--- src/rtl/ifetch_align.sv ---
// ifetch_align: instruction-fetch front end that realigns RV32IC instructions on halfword boundaries.
// Ports: clk/rst_n (sync active-low reset); imem_addr/imem_dout (1-cycle-latency word memory);
// redirect_valid/redirect_pc (new fetch target, flushes buffered data);
// out_valid/out_ready/out_instr/out_pc/out_compressed (one instruction per handshake to decode).
module ifetch_align #(
  parameter int ADDR_WIDTH = 9,
  parameter logic [31:0] RESET_PC = 32'h0000_0000
) (
  input  logic                  clk,
  input  logic                  rst_n,
  output logic [ADDR_WIDTH-1:0] imem_addr,
  input  logic [31:0]           imem_dout,
  input  logic                  redirect_valid,
  input  logic [31:0]           redirect_pc,
  output logic                  out_valid,
  input  logic                  out_ready,
  output logic [31:0]           out_instr,
  output logic [31:0]           out_pc,
  output logic                  out_compressed
);
  logic [31:0] pc, q0, q1;
  logic [1:0] count, occ, slot;
  logic inflight, hp, straddle, comp, xfer, pop, issue;
  always_comb begin
    straddle = hp && q0[17:16] == 2'b11;
    comp = hp ? !straddle : q0[1:0] != 2'b11;
    out_valid = count != 2'd0 && (!straddle || count == 2'd2);
    xfer = out_valid && out_ready;
    // hp=0 C leaves the head word for its upper half; every other case consumes the head
    pop = xfer && (hp || !comp);
    slot = count - {1'b0, pop};
    // occupancy once this cycle's pop and in-flight push settle; a new request fits only below 2
    occ = slot + {1'b0, inflight};
    issue = occ < 2'd2;
    out_compressed = out_valid && comp;
    out_pc = pc;
    out_instr = !out_valid ? 32'h0 :
                straddle ? {q1[15:0], q0[31:16]} :
                !comp ? q0 : {16'h0, hp ? q0[31:16] : q0[15:0]};
  end
  always_ff @(posedge clk) begin
    if (!rst_n) begin
      imem_addr <= RESET_PC[ADDR_WIDTH+1:2];
      pc <= RESET_PC & 32'hffff_fffe;
      hp <= RESET_PC[1];
      count <= 2'd0;
      inflight <= 1'b0;
    end else if (redirect_valid) begin
      imem_addr <= redirect_pc[ADDR_WIDTH+1:2];
      pc <= redirect_pc & 32'hffff_fffe;
      hp <= redirect_pc[1];
      count <= 2'd0;
      inflight <= 1'b0;
    end else begin
      if (issue) imem_addr <= imem_addr + ADDR_WIDTH'(1);
      inflight <= issue;
      count <= occ;
      if (xfer) begin
        pc <= pc + (comp ? 32'd2 : 32'd4);
        hp <= comp ? !hp : hp;
      end
      if (inflight && slot == 2'd0) q0 <= imem_dout;
      else if (pop) q0 <= q1;
      if (inflight && slot == 2'd1) q1 <= imem_dout;
    end
  end
endmodule

--- config.mk ---
export PLATFORM = sky130hd
export DESIGN_NAME = ifetch_align
export DESIGN_NICKNAME = d
export VERILOG_FILES = /design/src/rtl/ifetch_align.sv
export SDC_FILE = /design/constraint.sdc
export NUM_CORES = 1
export LEC_CHECK = 0
export CORE_MARGIN = 10
export CORE_UTILIZATION = 44
export CTS_CLUSTER_DIAMETER = 200
export DETAILED_ROUTE_END_ITERATION = 6
export GPL_ROUTABILITY_DRIVEN = 0
export HOLD_SLACK_MARGIN = 0.1
export PLACE_DENSITY_LB_ADDON = 0.15
export SYNTH_ARGS = -nofsm -noshare
export SYNTH_HDL_FRONTEND = slang
export SYNTH_SLANG_ARGS = --single-unit
--- constraint.sdc ---
create_clock -name clk -period 4.5 [get_ports clk]
set_input_delay 1.35 -clock clk [delete_from_list [all_inputs] [get_ports clk]]
set_output_delay 1.35 -clock clk [all_outputs]
set_load 0.03 [all_outputs]
---- After elaboration in Yosys (flattened, before gate mapping) ----
Cells that the tools add are included.
storage, ports and cells
  register bits ........................... 109
  input port bits ......................... 68
  output and inout bits ................... 75
operators by class
  $add $sub $neg .......................... 4
  magnitude comparators ................... 1
  eq/ne operators ......................... 4
  mux-type cells .......................... 15
  bitwise gates (word level) .............. 2
  reductions and logical operators ........ 22
operator list
  kind                 count
  $mux 32              7
  $add 32x3->32        1
  $mux 9               2
  $mux 16              1
  $reduce_bool 2->1    5
  $add 9x1->9 const B  1
  $logic_and 1x1->1    7
  $reduce_and 3->1     2
  $eq 2x2->1 const B   2
  $mux 1               4
  $logic_not 1->1      3
  $mux 3               1
  $add 2x1->2          1
  $eq 2x1->1 const B   1
  $logic_not 2->1      1
  $logic_or 1x1->1     2
  $lt 2x2->1 const B   1
  $ne 2x2->1 const B   1
  $not 1->1            2
  $reduce_and 2->1     1
  $reduce_or 2->1      1
  $sub 2x1->2          1

---- Depth between registers and ports, before layout ----
Gate-level depths: netlist (run 1).
  depth after elaboration ................. 12
  depth in mapped cells ................... 13
  mapped depth without buffers ............ 11

---- Worst setup path after synthesis (run 1) ----
No wires, ideal clock.
  path kind ............................... input to register
  from .................................... in out_ready
  to ...................................... reg q0[0] (enable)
  arrival time ............................ 4.222 ns
  required time ........................... 4.068 ns
  path slack .............................. -0.154 ns
  stages on the path ...................... 8
  buffers on the path ..................... 1
  cells stage by stage .................... o21ai_1 > nor2_1 > o21ai_0 > inv_1 > ha_1 > nand3b_1 > clkbuf_1 > a21oi_1
on the way
  longest elaborated chain between the ends .. 7
ends and longest elaborated chain
  element                                 RTL line  RTL
  start, declared                         16        input logic out_ready,
  $logic_and 1x1->1 (*)                   28        xfer = out_valid && out_ready;
  $logic_and 1x1->1 (*)                   30        pop = xfer && (hp || !comp);
  $sub 2x1->2                             31        slot = count - {1'b0, pop};
  $logic_not 2->1                         62        if (inflight && slot == 2'd0) q0 <= imem_dout;
  $logic_and 1x1->1                       62
  $reduce_bool 2->1 (no source line) (*)  n/a
  $reduce_and 3->1 (no source line) (*)   n/a
  end signal, assigned                    62
  end signal, assigned                    63        else if (pop) q0 <= q1;
  end, declared                           21        logic [31:0] pc, q0, q1;
Every way passes the cells marked *; elsewhere a longest branch is shown, timed or not.
A chain may end at the register's enable or synchronous reset.

---- Final worst setup path (run 1) ----
  from .................................... reg hp
  to ...................................... out out_instr[19]
on the way
  longest elaborated chain between the ends .. 6
  elaborated cells on any way between the ends .. 8
  those cells by class .................... mux (4); reduce/logical (4)
ends and longest elaborated chain
  element                 RTL line  RTL
  start, declared         23        logic inflight, hp, straddle, comp, xfer, pop, issue;
  start signal, assigned  45        hp <= RESET_PC[1];
  start signal, assigned  51        hp <= redirect_pc[1];
  start signal, assigned  60        hp <= comp ? !hp : hp;
  $logic_and 1x1->1       25        straddle = hp && q0[17:16] == 2'b11;
  $logic_not 1->1         26, 27
  $mux 1                  26        comp = hp ? !straddle : q0[1:0] != 2'b11;
  $mux 32                 39        !comp ? q0 : {16'h0, hp ? q0[31:16] : q0[15:0]};
  $mux 32                 38        straddle ? {q1[15:0], q0[31:16]} :
  $mux 32 (*)             37        out_instr = !out_valid ? 32'h0 :
  end, declared           17        output logic [31:0] out_instr,
Marks and branches as above.

==> metrics.txt, run 1 <==
final worst path period share 0.948; Final Net Count 723; Rel. slew slack 0.557; peak per-stage delay on the critical path 0.73 ns; final instance area 0.00722 mm²; commonest non-fill, non-tap cells in the layout 139 x clkdlybuf4s50_1, 64 x edfxtp_1, 52 x nand2_1; CTS tree built; WHS Path Cells 2; fillers 1062; crit path capture type output port; routed length on met2 7230 µm; grt ovf 0; post-CTS setup buffers 0; Max VDD drop 185 µV; row count 40; xor and xnor area share after synthesis 0.0281; Die Y 131 µm; Initial Utilization 0.449; Gate Count Post-Synth 516; Crit Path Max Fanout 16; Top Metal Used met4; Register Area 0.00280 mm²; number of buffers and inverters on the critical path 3; DR WL/cell 18.8 µm; CP max stage cell clkdlybuf4s50_1; clk sinks 108; PD cells 307 mW/mm²; final setup TNS 0 ns; CP Launch Type register; run status finished, final reports clean; measured slew at the worst slew-check pin 0.659 ns; final WL 15000 µm; synthesized area 0.00540 mm²; largest net degree at the start of global routing 48; ratio of cells with drive above 1 in the final layout 0.102; Reg-to-Reg Start hp; mean post-synth cell area 10.5 µm²; synth unique cells 55; core area 0.0120 mm²; htree depth 3; Max Fclk 0.234 GHz; commonest non-fill, non-tap cell in the layout clkdlybuf4s50_1; GRT Util Overall 0.176; kind of critical path reg -> out; Met3 Routed Length 1120 µm; hold endpoint out_pc[11]; max-cap violation count 0; drt drc 0; Chip Width 131 µm; Setup Skew 0.00689 ns; Final ANT Viol Nets 0; EDFF count, synth 64; Inserted Diodes 0; Net Count, Synth 590; Final min period 4.27 ns; #FFs+latches synth 108; top_reg_cell synth edfxtp_1; synthesis-to-layout area growth 33.9%; drt via density 5.67; multi-input logic area 0.00241 mm²; FFs w/ async S/R, synth 0; Hold WC Path Type reg -> reg; min-delay src out_pc[11]; number of I/O pins 143; initial antenna violation count 0; CTS hold repair buffers 0; largest family of logic cells by synthesized area simple AND/OR/NAND/NOR gates; Synth Area in Adders 0.0153; DP Wirelength 10900 µm; number of global-route vias before repair 4586; Data arrival, critical path 2.92 ns; post-synthesis mux area share 0.0983; placed instance area 0.00697 mm²; compound-gate portion of the synthesized area 0.129; sequential area share after synthesis 0.519; CTS resizes 0; PortBufs 140; internal reg-to-reg setup slack 1.29 ns; DR iter-0 viols 332; clock slew at reported path FFs 0.07 ns; Root Driver clkbuf_16; yosys warns 0; CP Data Required Time 3.15 ns; # setup viols final 0; Pleak 2.44 nW; DR pass1 iterations 4; Clock Latency Late Sink 0.35 ns; TritonCTS buffer count 9; Max Root-Sink Buffers 2; Hold Violations, Final 0; RSZ-0062 raised after global routing no; Synth Area in Simple Gates 0.172; first-pass GRT wire length 23700 µm; CP cell instances buf_4 -> and3b_1 -> nor2_1 -> inv_1 -> nand2_1 -> a21oi_1 -> clkdlybuf4s50_1; via count 4541; FF-to-FF End imem_addr[7]; fin util 0.601; fin. max-slew vios 0; M1 WL 6470 µm; CP top delay family buffers and inverters; Die Area 0.0171 mm²; R2R depth 11
==> logic make-up after synthesis <==
group           Yosys count
compound gates          114
mux                      49
buf+inv                  46
simple gates            178
other cells               1
fa+ha+maj                 6
xor+xnor                 14
flops                   108
==> state kept, by name, summed over array words and instances, names as in the netlist <==
register / cells
q0: 32
q1: 32
out_pc: 31
imem_addr: 9
count: 2
hp: 1
inflight: 1
==> cells in the mapped netlist, types with 5 or more instances <==
master    instances  area, µm²
a211oi_1          6       45.0
a21oi_1          31        155
a31oi_1          17        106
and2_1            6       37.5
and3_1            5       31.3
clkbuf_1         25       93.8
dfxtp_1          44        881
edfxtp_1         64       1920
ha_1              5       62.6
inv_1            13       48.8
mux2_2           32        360
mux2i_1          17        170
nand2_1          52        195
nand3_1          19       95.1
nand4_1          10       62.6
nor2_1           28        105
nor3_1           15       75.1
nor4_1            6       37.5
o211ai_1          6       45.0
o21ai_0          28        140
o31ai_1           9       67.6
or4_1            10       75.1
xnor2_1          10       87.6
==> layout make-up <==
type	instances	area share
tap	147	0.0255
clock inverter	3	0.00225
sequential	108	0.388
inverter	13	0.00676
multi-input combinational	362	0.333
timing repair buffer	155	0.211
clock buffer	13	0.0333
==> where the power goes <==
| part | internal [mW] | total, mW | switching, mW | leakage [nW] |
|---|---|---|---|---|
| clock network | 0.374 | 0.720 | 0.347 | 0.117 |
| logic | 0.179 | 0.370 | 0.191 | 1.38 |
| registers | 1.08 | 1.13 | 0.0428 | 0.943 |
==> routing by layer <==
metal  global-route usage  vias to the layer above
met4               0.0595                        0
met2                0.293                      137
li1                     -                     2209
met1                0.214                     2181
met3               0.0500                       14
met5                    0                        -
==> worst min-delay path: cells and delay by family (launching register included) <==
kind            cells  cell delay [ns]
flops               1             0.34
compound gates      2             0.14
==> through the flow <==
stage	std cells	setup slack, ns	hold slack (ns)	total power, mW
floorplan	516	0.519	0.523	1.34
global placement	785	0.393	0.501	1.51
detailed placement	785	0.275	0.509	1.52
CTS	801	0.211	0.520	2.24
global route	801	0.0311	0.556	2.31
finish	801	0.234	0.520	2.22
==> worst max-delay path by stage <==
stage              start       endpoint  cells past startpoint
6_report              hp  out_instr[19]                      7
5_1_grt               hp  out_instr[21]                      7
4_1_cts               hp  out_instr[19]                      7
3_5_place_dp   out_ready   imem_addr[7]                     12
3_3_place_gp   out_ready   imem_addr[7]                     12
2_1_floorplan  out_ready          q0[0]                      8
No activity file was read; power rests on OpenSTA's default activity.
==> run 2, diff against run 1 <==
--- a/config.mk
+++ b/config.mk
@@ -5,7 +5,7 @@
 export SDC_FILE = /design/constraint.sdc
 export NUM_CORES = 1
 export LEC_CHECK = 0
-export CORE_MARGIN = 10
+export CORE_MARGIN = 5
 export CORE_UTILIZATION = 44
 export CTS_CLUSTER_DIAMETER = 200
 export DETAILED_ROUTE_END_ITERATION = 6
==> run 2 against run 1 <==
Combinational power is essentially flat. Setup slack gained 0.16 ns. Routed wire length is 5.5% lower. Core utilization rose by 0.52 points. Die area fell by 15%. Sequential share of layout area fell by 0.33 points. Largest cell class unchanged. Clock skew about the same. Non-clock buffer count is 2 higher. Power grew 5.7%.
==> metrics.txt, run 2 (same netlist as run 1, synthesis figures left out) <==
final worst path period share 0.913; RSZ-0062 raised after global routing no; grt ovf 0; # setup viols final 0; commonest non-fill, non-tap cells in the layout 139 x clkdlybuf4s50_1, 64 x edfxtp_1, 51 x nand2_1; multi-input logic area 0.00241 mm²; drt via density 5.62; Register Area 0.00280 mm²; DR iter-0 viols 381; crit path capture type output port; CP max stage cell clkdlybuf4s50_1; CP Data Required Time 3.15 ns; CTS tree built; GRT Util Overall 0.195; Met3 Routed Length 1020 µm; Crit Path Max Fanout 16; max-cap violation count 0; Chip Width 121 µm; Setup Skew 0.00676 ns; post-CTS setup buffers 0; Rel. slew slack 0.562; core area 0.0120 mm²; final setup TNS 0 ns; Root Driver clkbuf_16; PortBufs 140; kind of critical path reg -> out; clock slew at reported path FFs 0.07 ns; peak per-stage delay on the critical path 0.72 ns; DR WL/cell 17.7 µm; Tot Pwr 2.34 mW; number of I/O pins 143; measured slew at the worst slew-check pin 0.652 ns; number of global-route vias before repair 4561; final instance area 0.00729 mm²; CP cell instances buf_4 -> and3_1 -> buf_4 -> nor2_1 -> inv_1 -> nand2_2 -> a21oi_1 -> clkdlybuf4s50_1; clk sinks 108; Final ANT Viol Nets 0; Hold WC Path Type reg -> reg; DP Wirelength 10300 µm; Post-Layout Cell Count 803; number of buffers and inverters on the critical path 4; Data arrival, critical path 2.76 ns; DR pass1 iterations 5; TritonCTS buffer count 9; worst hold margin 0.519 ns; row count 40; fin. max-slew vios 0; Max Root-Sink Buffers 2; fillers 1043; Initial Utilization 0.449; Top Metal Used met4; via count 4516; final WL 14200 µm; Clock Latency Late Sink 0.35 ns; CP top delay family buffers and inverters; initial antenna violation count 0; Inserted Diodes 0; routed length on met2 6750 µm; Max VDD drop 242 µV; ratio of cells with drive above 1 in the final layout 0.110; synthesis-to-layout area growth 35.0%; placed instance area 0.00697 mm²; Die Area 0.0146 mm²; Final Net Count 725; placed insts 787; commonest non-fill, non-tap cell in the layout clkdlybuf4s50_1; CTS resizes 0; run status finished, final reports clean; Final min period 4.11 ns; Die Y 121 µm; drt drc 0; htree depth 3; M1 WL 6220 µm; largest net degree at the start of global routing 33; Pleak 2.48 nW; PD cells 321 mW/mm²; Max Fclk 0.243 GHz; first-pass GRT wire length 22700 µm; CTS hold repair buffers 0; CP Launch Type register; CP most frequent cell buf_4; Hold Violations, Final 0
-- run 2: cell types whose count changed in the layout (fill, tap and decap cells not counted), moves of 2 or more --
cell and change:
clkinv_1 +2, inv_6 +2, buf_4 +3, clkbuf_1 -4, bufinv_16 +2
-- run 2: worst paths after layout --
kind | from | to | slack [ns] | cells after the start
worst max-delay path | hp | out_instr[31] | 0.39 | 8
worst min-delay path | out_pc[15] | out_pc[15] | 0.52 | 2
worst max register to register | hp | imem_addr[7] | 1.31 | 11
worst min register to register | out_pc[15] | out_pc[15] | 0.52 | 2
-- run 2: final cells by class --
class / instances / area share
clock buffers: 9 / 0.0309
clock inverters: 7 / 0.0122
inverters: 13 / 0.00670
multi-input cells: 362 / 0.331
flip-flops and latches: 108 / 0.385
well taps: 147 / 0.0252
repair buffers: 157 / 0.210
-- run 2: routing by layer --
metal	vias up	GRT usage
met3	15	0.0454
met5	-	0
li1	2208	-
met2	147	0.327
met1	2146	0.248
met4	0	0.0644
-- run 2: power breakdown --
| part | switching (mW) | leakage, nW | internal [mW] |
|---|---|---|---|
| Sequential | 0.0422 | 0.943 | 1.08 |
| Clock | 0.362 | 0.153 | 0.486 |
| Combinational | 0.190 | 1.38 | 0.179 |
-- run 2: through the flow --
step                utilization  setup WS, ns
global route              0.607         0.222
CTS                       0.606         0.158
detailed placement        0.580         0.206
floorplan                     -         0.519
global placement          0.580         0.301
finish                    0.607         0.391
-- run 2: tightest hold or removal path: stages (launching register included) --
cell	delay (ns)
dfxtp_1	0.34
o31ai_1	0.07
a31oi_1	0.07
